## src/rtl/sc_max7219_rx.sv

```systemverilog
// ---------------------------------------------------------------------------
// sc_max7219_rx
// Receiving end of the MAX7219 3-wire serial link (din / ncs / sclk) as
// driven by matrix_ctrl. The link is oversampled on the system clock, each
// 16-bit word is deframed and decoded into a shadow copy of the MAX7219
// register file. This lets the LED-matrix path be monitored on chip or
// scoreboarded in a bench.
//
// Ports
//   SC_MAX7219RX_CLOCK_50          system clock, all logic on rising edge
//   SC_MAX7219RX_RESET_InLow       asynchronous reset, active low
//   SC_MAX7219RX_din_In            serial data
//   SC_MAX7219RX_ncs_In            load / chip select, active low
//   SC_MAX7219RX_sclk_In           serial clock
//   SC_MAX7219RX_digitSel_InBUS    digit register to read (0..7)
//   SC_MAX7219RX_digit_OutBUS      selected digit register, one-cycle read latency
//   SC_MAX7219RX_frameAddr_OutBUS  address field of the last committed frame
//   SC_MAX7219RX_frameData_OutBUS  data field of the last committed frame
//   SC_MAX7219RX_frameValid_Out    one-cycle pulse: a full frame was committed
//   SC_MAX7219RX_frameError_Out    one-cycle pulse: ncs rose before 16 bits arrived
//   SC_MAX7219RX_decode_OutBUS     decode-mode register
//   SC_MAX7219RX_intensity_OutBUS  intensity register
//   SC_MAX7219RX_scanLimit_OutBUS  scan-limit register
//   SC_MAX7219RX_displayOn_Out     shutdown register bit 0 (0 = shutdown)
//   SC_MAX7219RX_testMode_Out      display-test register bit 0
// ---------------------------------------------------------------------------
module sc_max7219_rx #(
    parameter int DATAWIDTH_BUS = 8,
    parameter int FRAME_BITS    = 16,
    parameter int SYNC_STAGES   = 2
) (
    input  logic                     SC_MAX7219RX_CLOCK_50,
    input  logic                     SC_MAX7219RX_RESET_InLow,
    input  logic                     SC_MAX7219RX_din_In,
    input  logic                     SC_MAX7219RX_ncs_In,
    input  logic                     SC_MAX7219RX_sclk_In,
    input  logic [2:0]               SC_MAX7219RX_digitSel_InBUS,
    output logic [DATAWIDTH_BUS-1:0] SC_MAX7219RX_digit_OutBUS,
    output logic [3:0]               SC_MAX7219RX_frameAddr_OutBUS,
    output logic [DATAWIDTH_BUS-1:0] SC_MAX7219RX_frameData_OutBUS,
    output logic                     SC_MAX7219RX_frameValid_Out,
    output logic                     SC_MAX7219RX_frameError_Out,
    output logic [DATAWIDTH_BUS-1:0] SC_MAX7219RX_decode_OutBUS,
    output logic [3:0]               SC_MAX7219RX_intensity_OutBUS,
    output logic [2:0]               SC_MAX7219RX_scanLimit_OutBUS,
    output logic                     SC_MAX7219RX_displayOn_Out,
    output logic                     SC_MAX7219RX_testMode_Out
);

    localparam int CNT_W = $clog2(FRAME_BITS + 1);
    // The top nibble of every frame is ignored, so only the address and data
    // fields of the most recent bits need to be kept; this still gives
    // "last 16 bits win" for over-long bursts.
    localparam int SR_W  = DATAWIDTH_BUS + 4;

    typedef enum logic [1:0] {
        IDLE   = 2'd0,
        SHIFT  = 2'd1,
        COMMIT = 2'd2
    } rxState_t;

    // Bit counter that stops at a full frame.
    function automatic logic [CNT_W-1:0] satInc(input logic [CNT_W-1:0] v);
        if (v == CNT_W'(FRAME_BITS)) begin
            return v;
        end
        return v + CNT_W'(1);
    endfunction

    rxState_t                 state, nextState;
    logic [SYNC_STAGES-1:0]   dinSync, ncsSync, sclkSync;
    logic                     dinS, ncsS, sclkS;
    logic                     sclkPrev;
    logic                     sclkRise;
    logic [SR_W-1:0]          shiftReg;
    logic [CNT_W-1:0]         bitCnt;
    logic [DATAWIDTH_BUS-1:0] digitReg [8];
    logic [3:0]               frmAddr;
    logic [DATAWIDTH_BUS-1:0] frmData;
    logic [2:0]               digitIdx;

    // ---- stage: input synchronizers (ncs idles high so no false frame start)
    always_ff @(posedge SC_MAX7219RX_CLOCK_50 or negedge SC_MAX7219RX_RESET_InLow) begin
        if (!SC_MAX7219RX_RESET_InLow) begin
            dinSync  <= '0;
            ncsSync  <= '1;
            sclkSync <= '0;
            sclkPrev <= 1'b0;
        end else begin
            dinSync  <= {dinSync[SYNC_STAGES-2:0],  SC_MAX7219RX_din_In};
            ncsSync  <= {ncsSync[SYNC_STAGES-2:0],  SC_MAX7219RX_ncs_In};
            sclkSync <= {sclkSync[SYNC_STAGES-2:0], SC_MAX7219RX_sclk_In};
            sclkPrev <= sclkS;
        end
    end

    assign dinS     = dinSync[SYNC_STAGES-1];
    assign ncsS     = ncsSync[SYNC_STAGES-1];
    assign sclkS    = sclkSync[SYNC_STAGES-1];
    assign sclkRise = sclkS & ~sclkPrev;

    assign frmAddr  = shiftReg[SR_W-1:DATAWIDTH_BUS];
    assign frmData  = shiftReg[DATAWIDTH_BUS-1:0];
    assign digitIdx = 3'(frmAddr - 4'd1);

    // ---- stage: frame FSM
    always_ff @(posedge SC_MAX7219RX_CLOCK_50 or negedge SC_MAX7219RX_RESET_InLow) begin
        if (!SC_MAX7219RX_RESET_InLow) begin
            state <= IDLE;
        end else begin
            state <= nextState;
        end
    end

    // Level-sensitive on ncs: a falling ncs that arrives while in COMMIT is
    // picked up by IDLE on the following cycle.
    always_comb begin
        nextState = state;
        case (state)
            IDLE:    if (!ncsS) nextState = SHIFT;
            SHIFT:   if (ncsS)  nextState = COMMIT;
            COMMIT:  nextState = IDLE;
            default: nextState = IDLE;
        endcase
    end

    // ---- stage: shift, commit and register file
    always_ff @(posedge SC_MAX7219RX_CLOCK_50 or negedge SC_MAX7219RX_RESET_InLow) begin
        if (!SC_MAX7219RX_RESET_InLow) begin
            shiftReg                      <= '0;
            bitCnt                        <= '0;
            for (int i = 0; i < 8; i++) begin
                digitReg[i] <= '0;
            end
            SC_MAX7219RX_digit_OutBUS     <= '0;
            SC_MAX7219RX_frameAddr_OutBUS <= '0;
            SC_MAX7219RX_frameData_OutBUS <= '0;
            SC_MAX7219RX_frameValid_Out   <= 1'b0;
            SC_MAX7219RX_frameError_Out   <= 1'b0;
            SC_MAX7219RX_decode_OutBUS    <= '0;
            SC_MAX7219RX_intensity_OutBUS <= '0;
            SC_MAX7219RX_scanLimit_OutBUS <= '0;
            SC_MAX7219RX_displayOn_Out    <= 1'b0;
            SC_MAX7219RX_testMode_Out     <= 1'b0;
        end else begin
            SC_MAX7219RX_frameValid_Out <= 1'b0;
            SC_MAX7219RX_frameError_Out <= 1'b0;
            // Registered read: a write to the same digit in this cycle is
            // seen on the next read.
            SC_MAX7219RX_digit_OutBUS   <= digitReg[SC_MAX7219RX_digitSel_InBUS];

            case (state)
                IDLE: begin
                    if (!ncsS) begin
                        shiftReg <= '0;
                        bitCnt   <= '0;
                    end
                end
                SHIFT: begin
                    // ncs rising wins over a coincident sclk edge.
                    if (!ncsS && sclkRise) begin
                        shiftReg <= {shiftReg[SR_W-2:0], dinS};
                        bitCnt   <= satInc(bitCnt);
                    end
                end
                COMMIT: begin
                    if (bitCnt == CNT_W'(FRAME_BITS)) begin
                        SC_MAX7219RX_frameValid_Out   <= 1'b1;
                        SC_MAX7219RX_frameAddr_OutBUS <= frmAddr;
                        SC_MAX7219RX_frameData_OutBUS <= frmData;
                        case (frmAddr)
                            4'h1, 4'h2, 4'h3, 4'h4,
                            4'h5, 4'h6, 4'h7, 4'h8: digitReg[digitIdx] <= frmData;
                            4'h9: SC_MAX7219RX_decode_OutBUS    <= frmData;
                            4'hA: SC_MAX7219RX_intensity_OutBUS <= frmData[3:0];
                            4'hB: SC_MAX7219RX_scanLimit_OutBUS <= frmData[2:0];
                            4'hC: SC_MAX7219RX_displayOn_Out    <= frmData[0];
                            4'hF: SC_MAX7219RX_testMode_Out     <= frmData[0];
                            default: ;  // no-op (0) and unused D/E
                        endcase
                    end else begin
                        SC_MAX7219RX_frameError_Out <= 1'b1;
                    end
                end
                default: ;
            endcase
        end
    end

endmodule

```

## config.mk

```make
export PLATFORM = sky130hd
export DESIGN_NAME = sc_max7219_rx
export DESIGN_NICKNAME = d
export VERILOG_FILES = /design/src/rtl/sc_max7219_rx.sv
export SDC_FILE = /design/constraint.sdc
export NUM_CORES = 1
export LEC_CHECK = 0
export CAP_MARGIN = 20
export CORE_ASPECT_RATIO = 1.25
export CORE_MARGIN = 5
export CORE_UTILIZATION = 45
export CTS_BUF_LIST = sky130_fd_sc_hd__clkbuf_2
export DETAILED_ROUTE_END_ITERATION = 12
export PLACE_DENSITY = 0.67
export SYNTH_ARGS = -nofsm -noshare
export SYNTH_HDL_FRONTEND = slang
export SYNTH_SLANG_ARGS = --single-unit
```

## constraint.sdc

```tcl
create_clock -name SC_MAX7219RX_CLOCK_50 -period 2.4 [get_ports SC_MAX7219RX_CLOCK_50]
set_clock_uncertainty 0.15 [all_clocks]
set_input_delay 0.36 -clock SC_MAX7219RX_CLOCK_50 [delete_from_list [all_inputs] [get_ports SC_MAX7219RX_CLOCK_50]]
set_output_delay 0.36 -clock SC_MAX7219RX_CLOCK_50 [all_outputs]
set_load 0.005 [all_outputs]
```

# Yosys cells after proc, flatten, opt, wreduce, memory -nomap -nowiden
# Cells that the tools add are included.
dict set report classes {
  n_bitwise 4
  magnitude_cmp 3
  eq_ne 20
  n_reduce_logical 16
  addsub 2
  muxes 22
}
# operator count
set ops {}
lappend ops {{$bwmux W64} 1}
lappend ops {{$bmux W8 S3} 1}
lappend ops {{$demux W8 S3} 1}
lappend ops {{$eq A4 B4 Y1 const B} 6}
lappend ops {{$mux W12} 2}
lappend ops {{$mux W8} 3}
lappend ops {{$pmux W12 S2} 1}
lappend ops {{$reduce_and A3 Y1} 7}
lappend ops {{$eq A4 B3 Y1 const B} 4}
lappend ops {{$mux W5} 3}
lappend ops {{$pmux W5 S2} 1}
lappend ops {{$eq A4 B2 Y1 const B} 2}
lappend ops {{$ge A4 B4 Y1 const B} 2}
lappend ops {{$not A3 Y4} 2}
lappend ops {{$reduce_or A8 Y1} 1}
lappend ops {{$mux W1} 6}
lappend ops {{$ne A2 B2 Y1 const B} 3}
lappend ops {{$add A5 B1 Y5 const B} 1}
lappend ops {{$eq A5 B5 Y1 const B} 1}
lappend ops {{$eq A4 B1 Y1 const B} 1}
lappend ops {{$lt A4 B1 Y1 const B} 1}
lappend ops {{$mux W2} 2}
lappend ops {{$pmux W2 S2} 1}
lappend ops {{$reduce_and A2 Y1} 2}
lappend ops {{other kinds (11)} 12}
dict set report totals {
  input_bits 8
  register_bits 129
  output_inout_bits 39
}

# Longest topological paths before layout
dict set report logic_depth {
  depth_word 8
  ltp_mapped 9
  depth_no_buf 7
}

# Worst setup path before layout
# OpenSTA, ideal clock, no wires.
dict set report synth_timing {
  path_kind {register to register}
  start {reg shiftReg[8]}
  end {reg digitReg[48] in the netlist's numbering}
  t_required_ns 2.125
  setup_ns 0.125
  period_less_slack_ns 2.422
  path_stages_with_launch 8
  n_path_buf 2
  slack_ns -0.022
  arrival_ns 2.147
  path_cell_list {dfrtp_1 > inv_1 > ha_1 > clkbuf_1 > inv_1 > or4_4 > buf_6 > mux2_4}
}
dict set report synth_via {
  elab_chain_len 7
  elab_cells_between_ends 18
  classes_between {add/sub: 1; order compare: 2; eq/ne: 8; mux: 3; bitwise: 1; reduce/logical: 3}
}
# item line_no
set synth_lines {}
lappend synth_lines {{from (decl)} 75} ;# logic [SR_W-1:0] shiftReg;
lappend synth_lines {{from (signal assigned)} 162} ;# shiftReg <= {shiftReg[SR_W-2:0], dinS};
lappend synth_lines {{$sub A3 B1 Y3} 104} ;# assign digitIdx = 3'(frmAddr - 4'd1);
lappend synth_lines {{$not A3 Y4 (implied by the code)} 173} ;# 4'h5, 4'h6, 4'h7, 4'h8: digitReg[digitIdx] <= frmData;
lappend synth_lines {{$ge A4 B4 Y1 (implied by the code) / $lt A4 B1 Y1 (equally long branches)} 173}
lappend synth_lines {{$logic_and A1 B1 Y1 (implied by the code)} 173}
lappend synth_lines {{$mux W8 (implied by the code)} 173}
lappend synth_lines {{$demux W8 S3} 173}
lappend synth_lines {{$bwmux W64} 173}
lappend synth_lines {{to (signal, indexed assignment)} 173}
lappend synth_lines {{to (decl)} 77} ;# logic [DATAWIDTH_BUS-1:0] digitReg [8];
# Several ways; a longest one is shown, not always the timed one.
# A chain may end at the register's enable or synchronous reset.

# Worst setup path in the final report
dict set report layout_timing {
  start {reg shiftReg[8]}
  end {reg digitReg[51] in the netlist's numbering}
}
# Same word-level chain as after synthesis.

==> flow_summary.toml <==
[status]
status = "finished clean"

[timing]
timing.final.ws_setup_ns = 0.0841
setup_tns_ns = 0
clock.fmax_ghz = 0.432
slew_viol_final = 0
max_slew.worst_pin.slew_ns = 0.566
fin_crit_ns = 2.32
post-route-period-util_pct = 96.5
rsz0062_at_grt = "false"
hold_viol_final = 0
hold_ws_ns = 0.219
setup_viol_count_final = 0
maxSlewHeadroom_pct = 62.3

[cells_and_area]
diodes = 0
seqCellArea_um2 = 3230
multi_input_area_um2 = 2260
nets = 490
layoutNonFillerInstCount = 652
area_growth_pct = 23.1
drive_above_1_share_pct = 35.9
fillers = 1054
final_common_cell = "dfrtp_1"
final_cell_mix = "dfrtp_1, nand2_1, clkdlybuf4s50_1"

[critical_path]
cp_slowest_cell = "or4_4"
reg2reg_setup_slack_ns = 0.08
cp-end-kind = "register"
worstPathRequired_ns = 2.79
max_stage_delay_ns = 0.62
crit_arrival_ns = 2.71
cp.depth = 6
worst-path-buf-inv = 1
path_cells = "buf_4 > ha_2 > a2111oi_4 > o21a_2 > or4_4 > mux2_4"
rr_worst_depth = 6
path_delay_family = "simple AND/OR/NAND/NOR gates"
path_max_fanout = 8
path_class = "register to register"
start_kind = "register"

[hold_path]
holdPathStages = 0
min_path_type = "register to register"

[routing]
dr.pass1.iters = 6
wl_per_cell_um = 17.3
detail-route-antenna-nets = 0
num_vias = 3378
drc = 0
avgViaCountPerCell = 5.18
drt-initial-drc-count = 105
wl_um = 11300

[power]
p_per_area_nw_per_um2 = 559
cellLeakagePower_nw = 3.30
ir_drop_uv = 360

[global_route]
grt_overflow_total = 0
grt_first_pass_wirelength_um = 19300
global_route.usage.total_pct = 17.1
antenna_found_initial = 0
grt_pass1_vias = 3661
grt_start_max_net_pins = 48

[job]
maxCapViolations = 0

[clock_tree]
clk_latency_ns = 0.65
cts_tree = "built"
clk_pin_slew_ns = 0.18
cts_root_buf = "clkbuf_2"
cts_made_buffers = 17
cts_max_path_buffers = 2
cts_sinks = 129
ctsHtreeMaxLevel = 4

[synth]
synth_fp_nets = 409
syn_inst = 395
syn_area_per_cell_um2 = 14.1
syn_area_um2 = 5580
ys_types = 40
yosysSeqAreaShare_pct = 57.9
yosysWarnings = 0
synth_area_leaders = "dfrtp_1, mux2_4, mux2_2"
synth_seq_cells = 129
synth_area_leader_cell = "dfrtp_1"
synth_top_area_share_pct = 56.9

[place]
io_buffer_count = 46
dp_slack_ns = -0.0785
dp_cells = 610
dp_hpwl_um = 7600
gp_congestion = 0.767

[floorplan]
die_h_um = 135
rows = 45
dieArea_um2 = 14800
initial_core_util_pct = 45.9
io_pins = 47
core_area_um2 = 12200
fp.dieW_um = 110
power by group:
group	internal, mW	switching, mW
clock network	0.667	0.762
registers	2.20	0.0290
logic	0.0845	0.107
total	2.95	0.898
through the flow:
| step | power [mW] | utilization, % | cell area (um2) |
|---|---|---|---|
| 6_report | 3.85 | 56.5 | 6880 |
| 2_1_floorplan | 2.33 | - | 5590 |
| 3_3_place_gp | 2.44 | 52.8 | 6420 |
| 3_5_place_dp | 2.44 | 52.8 | 6420 |
| 5_1_grt | 4.02 | 56.5 | 6880 |
| 4_1_cts | 3.89 | 55.8 | 6790 |
worst register-to-register path: cells and delay by family (launching register included):
family                     cells  cell delay [ns]
AOI/OAI and AO/OA              2             0.35
adders and majority gates      1             0.21
buffers and inverters          1             0.15
DFF                            1             0.39
muxes                          1             0.34
and+or+nand+nor                1             0.62
final timing paths:
| path | endpoint | from |
|---|---|---|
| min in group asynchronous | SC_MAX7219RX_decode_OutBUS[6] | SC_MAX7219RX_RESET_InLow |
| min reg2reg | ncsSync[1] | ncsSync[0] |
| max reg2reg | digitReg[51] | shiftReg[8] |
| max in group asynchronous | SC_MAX7219RX_frameData_OutBUS[4] | SC_MAX7219RX_RESET_InLow |
| min | ncsSync[1] | ncsSync[0] |
| max | digitReg[51] | shiftReg[8] |
area by class of cell:
cell class                      instances  area share [%]
Multi-Input combinational cell        231            32.9
Inverter                                9           0.491
Clock inverter                         13            2.46
Sequential cell                       129            47.0
Timing Repair Buffer                   88            12.8
Tap cell                              164            2.98
Clock buffer                           18            1.31
state kept, by name, summed over array words and instances, names as in the netlist:
| name | count |
|---|---|
| SC_MAX7219RX_frameAddr_OutBUS | 4 |
| SC_MAX7219RX_frameError_Out | 1 |
| bitCnt | 5 |
| SC_MAX7219RX_intensity_OutBUS | 4 |
| shiftReg | 12 |
| SC_MAX7219RX_frameData_OutBUS | 8 |
| SC_MAX7219RX_digit_OutBUS | 8 |
| state | 2 |
| sclkSync | 2 |
| SC_MAX7219RX_frameValid_Out | 1 |
| SC_MAX7219RX_testMode_Out | 1 |
| SC_MAX7219RX_scanLimit_OutBUS | 3 |
| SC_MAX7219RX_decode_OutBUS | 8 |
| sclkPrev | 1 |
| ncsSync | 2 |
| dinSync | 2 |
| digitReg | 64 |
| SC_MAX7219RX_displayOn_Out | 1 |
cells in the mapped netlist:
library cell / count
clkbuf_1: 18
nand2b_1: 3
nand4bb_1: 1
or4_4: 2
o21a_1: 1
inv_1: 8
ha_1: 6
mux4_2: 16
nor4_4: 2
nor2b_1: 1
or3_1: 1
nand3b_1: 1
nor4b_1: 1
buf_2: 3
a21o_1: 1
nor2_1: 6
a221o_1: 1
and2_1: 1
o31ai_1: 1
dfrtp_1: 127
nand2_1: 64
a2111oi_0: 1
o21ai_1: 1
or4_1: 1
mux2_4: 32
and4bb_1: 1
a2111oi_1: 1
buf_6: 3
or2_1: 1
nand4_1: 5
a22o_1: 1
and4_1: 1
a21oi_1: 2
buf_1: 2
dfstp_2: 2
mux2_2: 42
o21ai_0: 15
inv_2: 1
mux2_1: 16
xnor2_1: 2
per-layer routing:
| layer | up-vias | part of all wire, % | global-route usage [%] |
|---|---|---|---|
| met2 | 62 | 52 | 28.3 |
| met4 | 0 | 1.4 | 5.34 |
| met1 | 1749 | 43 | 21.9 |
| met5 | - | 0 | 0 |
| li1 | 1553 | - | - |
| met3 | 14 | 4.0 | 4.26 |
logic make-up after synthesis:
group,Yosys count,share of synthesized area [%]
DFF,129,57.9
and+or+nand+nor,92,8.22
AOI/OAI and AO/OA,25,2.69
buffers and inverters,35,2.82
adders and majority gates,6,1.34
xor gates and xnor gates,2,0.314
muxes,106,26.8
timing repair:
item                                    in CTS  in global routing
endpoints found under the setup margin      64                 56
hold buffers                                 6                  0
pin swaps                                    4                  2
buffers inserted                             2                  4
hold endpoints to repair                   130                  0
resized for setup                            4                 16
Note: power is estimated with default switching activity, not from simulation.
